===== src/rtl/mem_ctrl_pkg.sv =====
// Shared constants for the IF/MEM byte-port arbiter: reset level, width codes, owner tags, IO base, FSM states.
// Latency: none (declarations only).
// Backpressure: none (declarations only).
package mem_ctrl_pkg;

   localparam logic RstEnable = 1'b1;

   // MEM access width codes as presented on mem_width
   localparam logic [1:0] WIDTH_BYTE = 2'd0;
   localparam logic [1:0] WIDTH_HALF = 2'd1;
   localparam logic [1:0] WIDTH_WORD = 2'd2;

   // Owner tag of the byte on mem_ctrl_data
   localparam logic [1:0] OWN_NONE = 2'b00;
   localparam logic [1:0] OWN_IF   = 2'b01;
   localparam logic [1:0] OWN_MEM  = 2'b10;

   // Stores into the 64 KiB page starting here wait on io_buffer_full
   localparam logic [31:0] IO_BASE_DEF = 32'h0003_0000;

   typedef enum logic {
      S_IDLE = 1'b0,
      S_MEM  = 1'b1
   } state_t;

   // Byte count of a MEM access; code 3 is treated as a word
   function automatic logic [2:0] width_to_n(input logic [1:0] w);
      logic [2:0] n;
      case (w)
         WIDTH_BYTE: n = 3'd1;
         WIDTH_HALF: n = 3'd2;
         WIDTH_WORD: n = 3'd4;
         default:    n = 3'd4;
      endcase
      return n;
   endfunction

endpackage


===== src/rtl/mem_ctrl.sv =====
// Arbitrates one byte-wide RAM port between IF (passthrough) and MEM (1/2/4-byte sequenced load/store), tagging returned bytes.
// Latency: IF byte 1 cycle after address; MEM store done at n+1, load done at n+2 cycles after request is sampled.
// Backpressure: rdy low freezes all state; IO stores hold while io_buffer_full; IF is stalled via stall_o while MEM owns the port.
module mem_ctrl
   import mem_ctrl_pkg::*;
#(
   parameter int                ADDR_W  = 32,
   parameter logic [ADDR_W-1:0] IO_BASE = ADDR_W'(IO_BASE_DEF)
) (
   input  logic              clk,
   input  logic              rst,
   input  logic              rdy,
   input  logic              if_request,
   input  logic [ADDR_W-1:0] if_addr,
   output logic [7:0]        mem_ctrl_data,
   output logic [1:0]        if_or_mem_o,
   input  logic              mem_req,
   input  logic              mem_we,
   input  logic [1:0]        mem_width,
   input  logic [ADDR_W-1:0] mem_addr,
   input  logic [31:0]       mem_wdata,
   output logic [31:0]       mem_rdata,
   output logic              mem_done,
   output logic              stall_o,
   input  logic              io_buffer_full,
   input  logic [7:0]        ram_din,
   output logic [7:0]        ram_dout,
   output logic [ADDR_W-1:0] ram_a,
   output logic              ram_wr
);

   state_t            state_q, state_d;
   logic [2:0]        cnt_q, cnt_d;
   logic [2:0]        n_q, n_d;
   logic [ADDR_W-1:0] addr_q, addr_d;
   logic              we_q, we_d;
   logic [31:0]       wdata_q, wdata_d;
   logic [31:0]       rdata_q, rdata_d;
   logic              done_q, done_d;
   logic [1:0]        tag_q, tag_d;
   logic              stall_hold_q, stall_hold_d;

   logic              stall_c;
   logic              ram_wr_c;
   logic [ADDR_W-1:0] ram_a_c;
   logic [ADDR_W-1:0] reissue_a;
   logic [7:0]        ram_dout_c;
   logic              io_hold;
   logic [1:0]        issue_idx;
   logic [1:0]        cap_idx;

   assign issue_idx = cnt_q[1:0];
   assign cap_idx   = cnt_q[1:0] - 2'd1;
   assign io_hold   = we_q & io_buffer_full &
                      (addr_q[ADDR_W-1 -: 16] == IO_BASE[ADDR_W-1 -: 16]);
   assign stall_c   = (state_q != S_IDLE) | (mem_req & ~done_q);
   // Address of the load byte whose capture is still pending
   assign reissue_a = addr_q + ADDR_W'(cnt_q) - ADDR_W'(1);

   assign mem_ctrl_data = ram_din;
   assign if_or_mem_o   = tag_q;
   assign mem_rdata     = rdata_q;
   assign mem_done      = done_q;

   // Next-state: IF passthrough or MEM latch in IDLE, byte issue/capture sequencing in MEM
   always_comb begin
      state_d      = state_q;
      cnt_d        = cnt_q;
      n_d          = n_q;
      addr_d       = addr_q;
      we_d         = we_q;
      wdata_d      = wdata_q;
      rdata_d      = rdata_q;
      done_d       = 1'b0;
      tag_d        = OWN_NONE;
      stall_hold_d = stall_c;
      ram_a_c      = '0;
      ram_wr_c     = 1'b0;
      ram_dout_c   = 8'h00;
      case (state_q)
         S_IDLE: begin
            // A request still high in the done cycle is the old one and is ignored
            if (mem_req && !done_q) begin
               state_d = S_MEM;
               cnt_d   = 3'd0;
               n_d     = width_to_n(mem_width);
               addr_d  = mem_addr;
               we_d    = mem_we;
               wdata_d = mem_wdata;
               if (!mem_we) begin
                  rdata_d = 32'h0;
               end
            end else if (if_request) begin
               ram_a_c = if_addr;
               tag_d   = OWN_IF;
            end
         end
         S_MEM: begin
            // Byte issued last cycle is on ram_din now
            if (!we_q && cnt_q != 3'd0) begin
               rdata_d[{cap_idx, 3'b000} +: 8] = ram_din;
            end
            if (cnt_q < n_q) begin
               if (!io_hold) begin
                  ram_a_c    = addr_q + ADDR_W'(cnt_q);
                  ram_wr_c   = we_q;
                  ram_dout_c = we_q ? wdata_q[{issue_idx, 3'b000} +: 8] : 8'h00;
                  cnt_d      = cnt_q + 3'd1;
                  if (!we_q) begin
                     tag_d = OWN_MEM;
                  end else if ((cnt_q + 3'd1) == n_q) begin
                     state_d = S_IDLE;
                     done_d  = 1'b1;
                  end
               end
            end else begin
               // Final load capture cycle
               state_d = S_IDLE;
               done_d  = 1'b1;
            end
         end
         default: state_d = S_IDLE;
      endcase
   end

   // RAM-side outputs: quiet during reset, no writes and held stall while frozen.
   // While frozen with a load capture pending, the pending byte's address is
   // re-presented so ram_din still carries it when rdy returns.
   always_comb begin
      ram_a    = ram_a_c;
      ram_wr   = ram_wr_c;
      ram_dout = ram_dout_c;
      stall_o  = stall_c;
      if (rst == RstEnable) begin
         ram_a    = '0;
         ram_wr   = 1'b0;
         ram_dout = 8'h00;
         stall_o  = 1'b0;
      end else if (!rdy) begin
         ram_wr  = 1'b0;
         stall_o = stall_hold_q;
         if (state_q == S_MEM && !we_q && cnt_q != 3'd0) begin
            ram_a = reissue_a;
         end
      end
   end

   // State registers: synchronous reset, frozen while rdy is low
   always_ff @(posedge clk) begin
      if (rst == RstEnable) begin
         state_q      <= S_IDLE;
         cnt_q        <= 3'd0;
         n_q          <= 3'd0;
         addr_q       <= '0;
         we_q         <= 1'b0;
         wdata_q      <= 32'h0;
         rdata_q      <= 32'h0;
         done_q       <= 1'b0;
         tag_q        <= OWN_NONE;
         stall_hold_q <= 1'b0;
      end else if (rdy) begin
         state_q      <= state_d;
         cnt_q        <= cnt_d;
         n_q          <= n_d;
         addr_q       <= addr_d;
         we_q         <= we_d;
         wdata_q      <= wdata_d;
         rdata_q      <= rdata_d;
         done_q       <= done_d;
         tag_q        <= tag_d;
         stall_hold_q <= stall_hold_d;
      end
   end

endmodule


===== config.mk =====
export PLATFORM = sky130hd
export DESIGN_NAME = mem_ctrl
export DESIGN_NICKNAME = d
export VERILOG_FILES = /design/src/rtl/mem_ctrl_pkg.sv /design/src/rtl/mem_ctrl.sv
export SDC_FILE = /design/constraint.sdc
export NUM_CORES = 1
export LEC_CHECK = 0
export BUFFER_PORTS_ARGS = -buffer_cell sky130_fd_sc_hd__buf_4
export CORE_ASPECT_RATIO = 2
export CORE_MARGIN = 4
export CORE_UTILIZATION = 40
export DETAILED_ROUTE_END_ITERATION = 12
export SLEW_MARGIN = 0
export SYNTH_ARGS = -nofsm -noshare
export SYNTH_HDL_FRONTEND = slang
export SYNTH_SLANG_ARGS = --single-unit

===== constraint.sdc =====
create_clock -name clk -period 9.5 [get_ports clk]
set_input_delay 1.9 -clock clk [delete_from_list [all_inputs] [get_ports clk]]
set_output_delay 1.9 -clock clk [all_outputs]
set_load 0.01 [all_outputs]

## After elaboration in Yosys (flattened, before gate mapping)

Index checks and enable logic that the tools add are counted.

| word-level totals | value |
|---|---|
| bits of input ports | 113 |
| register bits | 108 |
| output and inout port bits | 85 |

| operators by class | value |
|---|---|
| muxes and demuxes | 47 |
| reductions and logical operators | 11 |
| eq/ne operators | 8 |
| bitwise logic cells | 6 |
| $add $sub $neg | 5 |
| $lt $le $gt $ge | 1 |
| shift-type cells | 3 |

Operators with widths:

| operator | number |
|---|---|
| 32-bit two-way mux | 10 |
| 32-bit case mux with 2 select lines | 2 |
| 8-bit two-way mux | 5 |
| 32-bit by 3-bit adder with 32-bit output | 1 |
| 32-bit bitwise mux | 1 |
| 8-bit by 7-bit variable shift with 32-bit output (first input constant) | 1 |
| 32-bit by 6-bit variable part select with 8-bit output | 1 |
| 8-bit by 7-bit variable part select with 32-bit output | 1 |
| 32-bit by 1-bit subtractor with 32-bit output (second input constant) | 1 |
| 1-bit two-way mux | 19 |
| 16-bit by 2-bit == test with 1-bit output (second input constant) | 1 |
| 3-bit case mux with 2 select lines | 2 |
| 3-bit two-way mux | 3 |
| 4-bit AND reduction | 2 |
| 5-bit negator with 7-bit output | 1 |
| 2-bit two-way mux | 3 |
| 2-bit inequality test (second input constant) | 3 |
| 1-bit logical AND | 4 |
| 2-bit by 1-bit inequality test with 1-bit output (second input constant) | 2 |
| 2-bit case mux with 2 select lines | 1 |
| 3-bit by 1-bit adder with 3-bit output (second input constant) | 1 |
| 1-bit AND | 3 |
| 3-bit == test | 1 |
| 3-bit less-than comparator | 1 |
| 9 further kinds | 11 |

## Logic depth before layout (Yosys ltp)

| logic depth | value |
|---|---|
| depth in word-level cells | 8 |
| depth in mapped cells | 13 |

## Worst setup path after synthesis

No wires, ideal clock.

| path | value |
|---|---|
| path type | input to output |
| from | in rdy |
| to | out ram_a[4] |
| slack | 3.562 ns |
| stages | 8 |
| data arrival time | 4.038 ns |
| required time | 7.600 ns |
| path buffers | 1 |
| cells stage by stage | clkbuf_1 > nor4_1 > nand3_1 > mux2_2 > a31oi_1 > xor2_1 > o21ai_0 > a21oi_1 |

| on the way | value |
|---|---|
| longest elaborated chain between the ends | 2 |

RTL lines:

| what | RTL line | text |
|---|---|---|
| start: declaration | mem_ctrl.sv:12 | `input logic rdy,` |
| 32-bit two-way mux | mem_ctrl.sv:139 | `end else if (!rdy) begin` |
| 32-bit two-way mux | mem_ctrl.sv:134 | `if (rst == RstEnable) begin` |
| end: declaration | mem_ctrl.sv:28 | `output logic [ADDR_W-1:0] ram_a,` |

Every way passes these cells.

## Worst setup path in the final report

| path | value |
|---|---|
| from | reg cnt_q[0] |
| to | out ram_a[14] |

| on the way | value |
|---|---|
| longest elaborated chain between the ends | 7 |
| elaborated cells on any way between the ends | 11 |

RTL lines:

| what | RTL line | text |
|---|---|---|
| start: declaration | mem_ctrl.sv:33 | `logic [2:0] cnt_q, cnt_d;` |
| start signal: assignment | mem_ctrl.sv:163 | `cnt_q <= cnt_d;` |
| branches (longest 5 deep; another with 32-bit by 3-bit adder with 32-bit output) | - |  |
| 32-bit two-way mux * | mem_ctrl.sv:139 |  |
| 32-bit two-way mux * | mem_ctrl.sv:134 |  |

Mark *: on every way between the ends.

==> results.py <==
metrics = {
    "worst_setup_path": {
        "cp.arrival_ps": 4250,
        "path_class": "reg -> out",
        "r2r_slack_ps": 6100,
        "critical_path_buf_inv_count": 2,
        "startpoint_type": "flop",
        "crit_path_end_kind": "output port",
        "max_stage_delay_ps": 540,
        "crit_fanout": 16,
        "cp_slowest_cell": "or3_1",
        "crit_family": "simple AND/OR/NAND/NOR gates",
        "rr_endpoint": "cnt_q[2]$_SDFFE_PP0P_",
        "cp_cell_sequence": "buf_4 -> ha_1 -> fa_1 -> a21oi_4 -> xnor2_1 -> o41ai_4 -> nand4b_1 -> or3_1 -> or4b_1 -> o211ai_1 -> o32ai_1 -> buf_4",
        "required_ps": 7600,
        "r2r-start": "cnt_q[1]$_SDFFE_PP0P_",
        "reg2regPathDepth": 9,
        "cpMostUsedCell": "buf_4",
    },
    "placement": {
        "portBuffers": 197,
        "dp_slack_ps": 3638,
        "dp_hpwl_um": 17920,
        "gp_congestion": 0.9051,
        "place_inst": 1259,
    },
    "logic_synthesis": {
        "ys_seq_area_share_pct": 30.14,
        "async_flop_share_pct": 0,
        "synth-simple-area-share_pct": 29.01,
        "synth-edff-count": 0,
        "synth_cell_types": 90,
        "syn-num-nets": 1053,
        "synthMuxAreaShare_pct": 3.087,
        "yosysTopAreaCell": "dfxtp_1",
        "ys_seq_elements": 108,
        "netlist_top_cells_area": "dfxtp_1 30%, nand2_1 8.8%, a21oi_1 6.6%, nor2_1 4.5%, xnor2_1 3.8%",
        "syn_avg_cell_area_um2": 7.738,
        "syn_area_um2": 7173,
        "synth_fa_ha_area_share_pct": 2.372,
        "synth_xor_area_share_pct": 6.105,
        "syn_inst": 927,
        "yosysWarnings": 0,
        "synth_top_family_by_area": "simple AND/OR/NAND/NOR gates",
        "yosys.area.top_type_share_pct": 30.14,
        "synth_flop_cell": "dfxtp_1",
        "synth_compound_area_share_pct": 21.82,
    },
    "floorplanning": {
        "die_h_um": 197.4,
        "die_w_um": 102.7,
        "pin_count": 198,
        "die-area_um2": 20270,
        "start_util_pct": 40.53,
        "core_um2": 17700,
        "rows": 69,
    },
    "cts": {
        "clock_path_buffers": 2,
        "postCtsHoldBufs": 0,
        "cts-resized-gates": 0,
        "clock_sinks": 108,
        "postCtsSetupBuffers": 0,
        "clk_pin_slew_ps": 70,
        "root_buffer": "clkbuf_16",
        "cts_tree": "done",
        "h-tree-depth": 3,
        "clkLatencyLatePin_ps": 340,
        "cts-buffers-inserted": 9,
    },
    "pwr": {
        "cellPowerDensity_nw_per_um2": 121.7,
        "ir_drop_mv": 0.1267,
        "fin_total_pwr_uw": 1071,
        "p_leak_uw": 0.003338,
    },
    "global_route": {
        "top_usage_layer": "met2",
        "grt_max_degree": 67,
        "grtUsageTotal_pct": 22.43,
        "antenna_found_initial": 0,
        "met3_usage_pct": 2.899,
        "overflow": 0,
        "grt_use_met1_pct": 23.84,
        "grt_pass1_wl_um": 36200,
        "use_met2_pct": 42.37,
        "grt_pass1_vias": 7022,
    },
    "run_status": {
        "status": "complete, no violations",
    },
    "min_path": {
        "hold_path_end": "wdata_q[13]$_SDFFE_PP0P_",
        "worstHoldStart": "wdata_q[13]$_SDFFE_PP0P_",
        "hold_path.class": "reg -> reg",
        "min_path_cells": 2,
    },
    "routing": {
        "drt_iter0_markers": 353,
        "firstDrtPassIters": 4,
        "drc_errors": 0,
        "final_antenna_net_count": 0,
        "vias_per_cell": 5.565,
        "vias": 7096,
        "wl_per_cell_um": 18.04,
        "wirelength_um": 23010,
    },
    "layout": {
        "area_growth_pct": 22.62,
        "nFillCells": 1798,
        "fin_nets": 1183,
        "finalNonFillerCells": 1275,
        "layout_common_cells": "205 x buf_4, 168 x nand2_1, 108 x dfxtp_1",
        "final_util_pct": 49.70,
        "final_common_cell": "buf_4",
        "drive_above_1_share_pct": 25.24,
        "antennaDiodeCount": 0,
    },
    "timing": {
        "drv_slew": 0,
        "finClkSkew_ps": 6.328,
        "setup_viol": 0,
        "fin_crit_sh_pct": 64.76,
        "hold_viol": 0,
        "rsz0062_at_grt": "false",
        "max_slew.worst_pin.slew_ps": 1006,
        "fmax_mhz": 162.5,
        "max-slew-margin-rel_pct": 32.52,
        "min_period_ps": 6152,
        "tns_ps": 0,
        "worst_slack_ps": 3348,
    },
    "flow_run": {
        "drv_cap": 0,
    },
}
-- logic make-up after synthesis --
| kind of cell | Yosys count |
|---|---|
| AOI/OAI and AO/OA | 229 |
| xor gates and xnor gates | 50 |
| adders and majority gates | 13 |
| buffers and inverters | 100 |
| DFF | 108 |
| muxes | 12 |
| and+or+nand+nor | 415 |
-- worst max path at each step --
stage                                startpoint   endpoint  slack, ps  depth (start not counted)
final                     cnt_q[0]$_SDFFE_PP0P_  ram_a[14]       3350                         12
after detailed placement                    rdy   ram_a[4]       3640                         10
after CTS                 cnt_q[0]$_SDFFE_PP0P_  ram_a[14]       3320                         12
after global routing      cnt_q[0]$_SDFFE_PP0P_  ram_a[14]       3100                         12
after global placement                      rdy   ram_a[4]       3610                         10
after floorplan                             rdy   ram_a[4]       3560                          8
-- stage by stage --
step / hold slack [ps] / instance area [µm²]
3_3_place_gp: 439.7 / 8517
3_5_place_dp: 444.4 / 8517
2_1_floorplan: 433.1 / 7173
5_1_grt: 471.9 / 8796
4_1_cts: 457.4 / 8796
6_report: 455.6 / 8796
-- power breakdown --
part           leakage, µW  switching (µW)  total, µW  internal (µW)
Sequential        0.000877            19.1        487            468
Clock             0.000128             168        354            186
Combinational      0.00233             125        230            104
Total              0.00334             313       1070            758
-- layer usage --
metal,vias up,routed length [µm]
li1,3552,-
met4,0,832
met5,-,0
met1,3312,8288
met3,43,1086
met2,189,12800
-- synthesized netlist by cell type, types with 17 or more instances --
library cell / n
nand2_1: 168
dfxtp_1: 108
a21oi_1: 94
nor2_1: 86
clkbuf_1: 49
a22oi_1: 33
xnor2_1: 31
nor3_1: 21
nor2b_1: 20
xor2_1: 19
nand3_1: 18
a221oi_1: 17
o21ai_0: 17
-- worst reg2reg max path, cell delays in order (launching register included) --
cell,delay (ps)
dfxtp_1,840
ha_1,350
nor2b_1,120
o21ai_0,220
nand3_1,180
nor2b_2,500
buf_4,330
o21ai_0,240
or3_1,410
a21oi_1,140
-- cell type report --
cell class	instances	area, µm²	share of cell area [%]
clock buffer	11	242.7	2.760
clock inverter	5	36.28	0.4125
inverter	14	52.55	0.5974
multi-input combinational	719	4497	51.12
sequential	108	2162	24.58
tap	213	266.5	3.030
timing repair buffer	205	1539	17.50
-- sequential cells by signal (all words and copies together), names as in the netlist --
register      flops
addr_q           32
cnt_q             3
if_or_mem_o       2
mem_done          1
mem_rdata        32
n_q               3
stall_hold_q      1
state_q           1
wdata_q          32
we_q              1
Note: power is estimated with default switching activity, not from simulation.
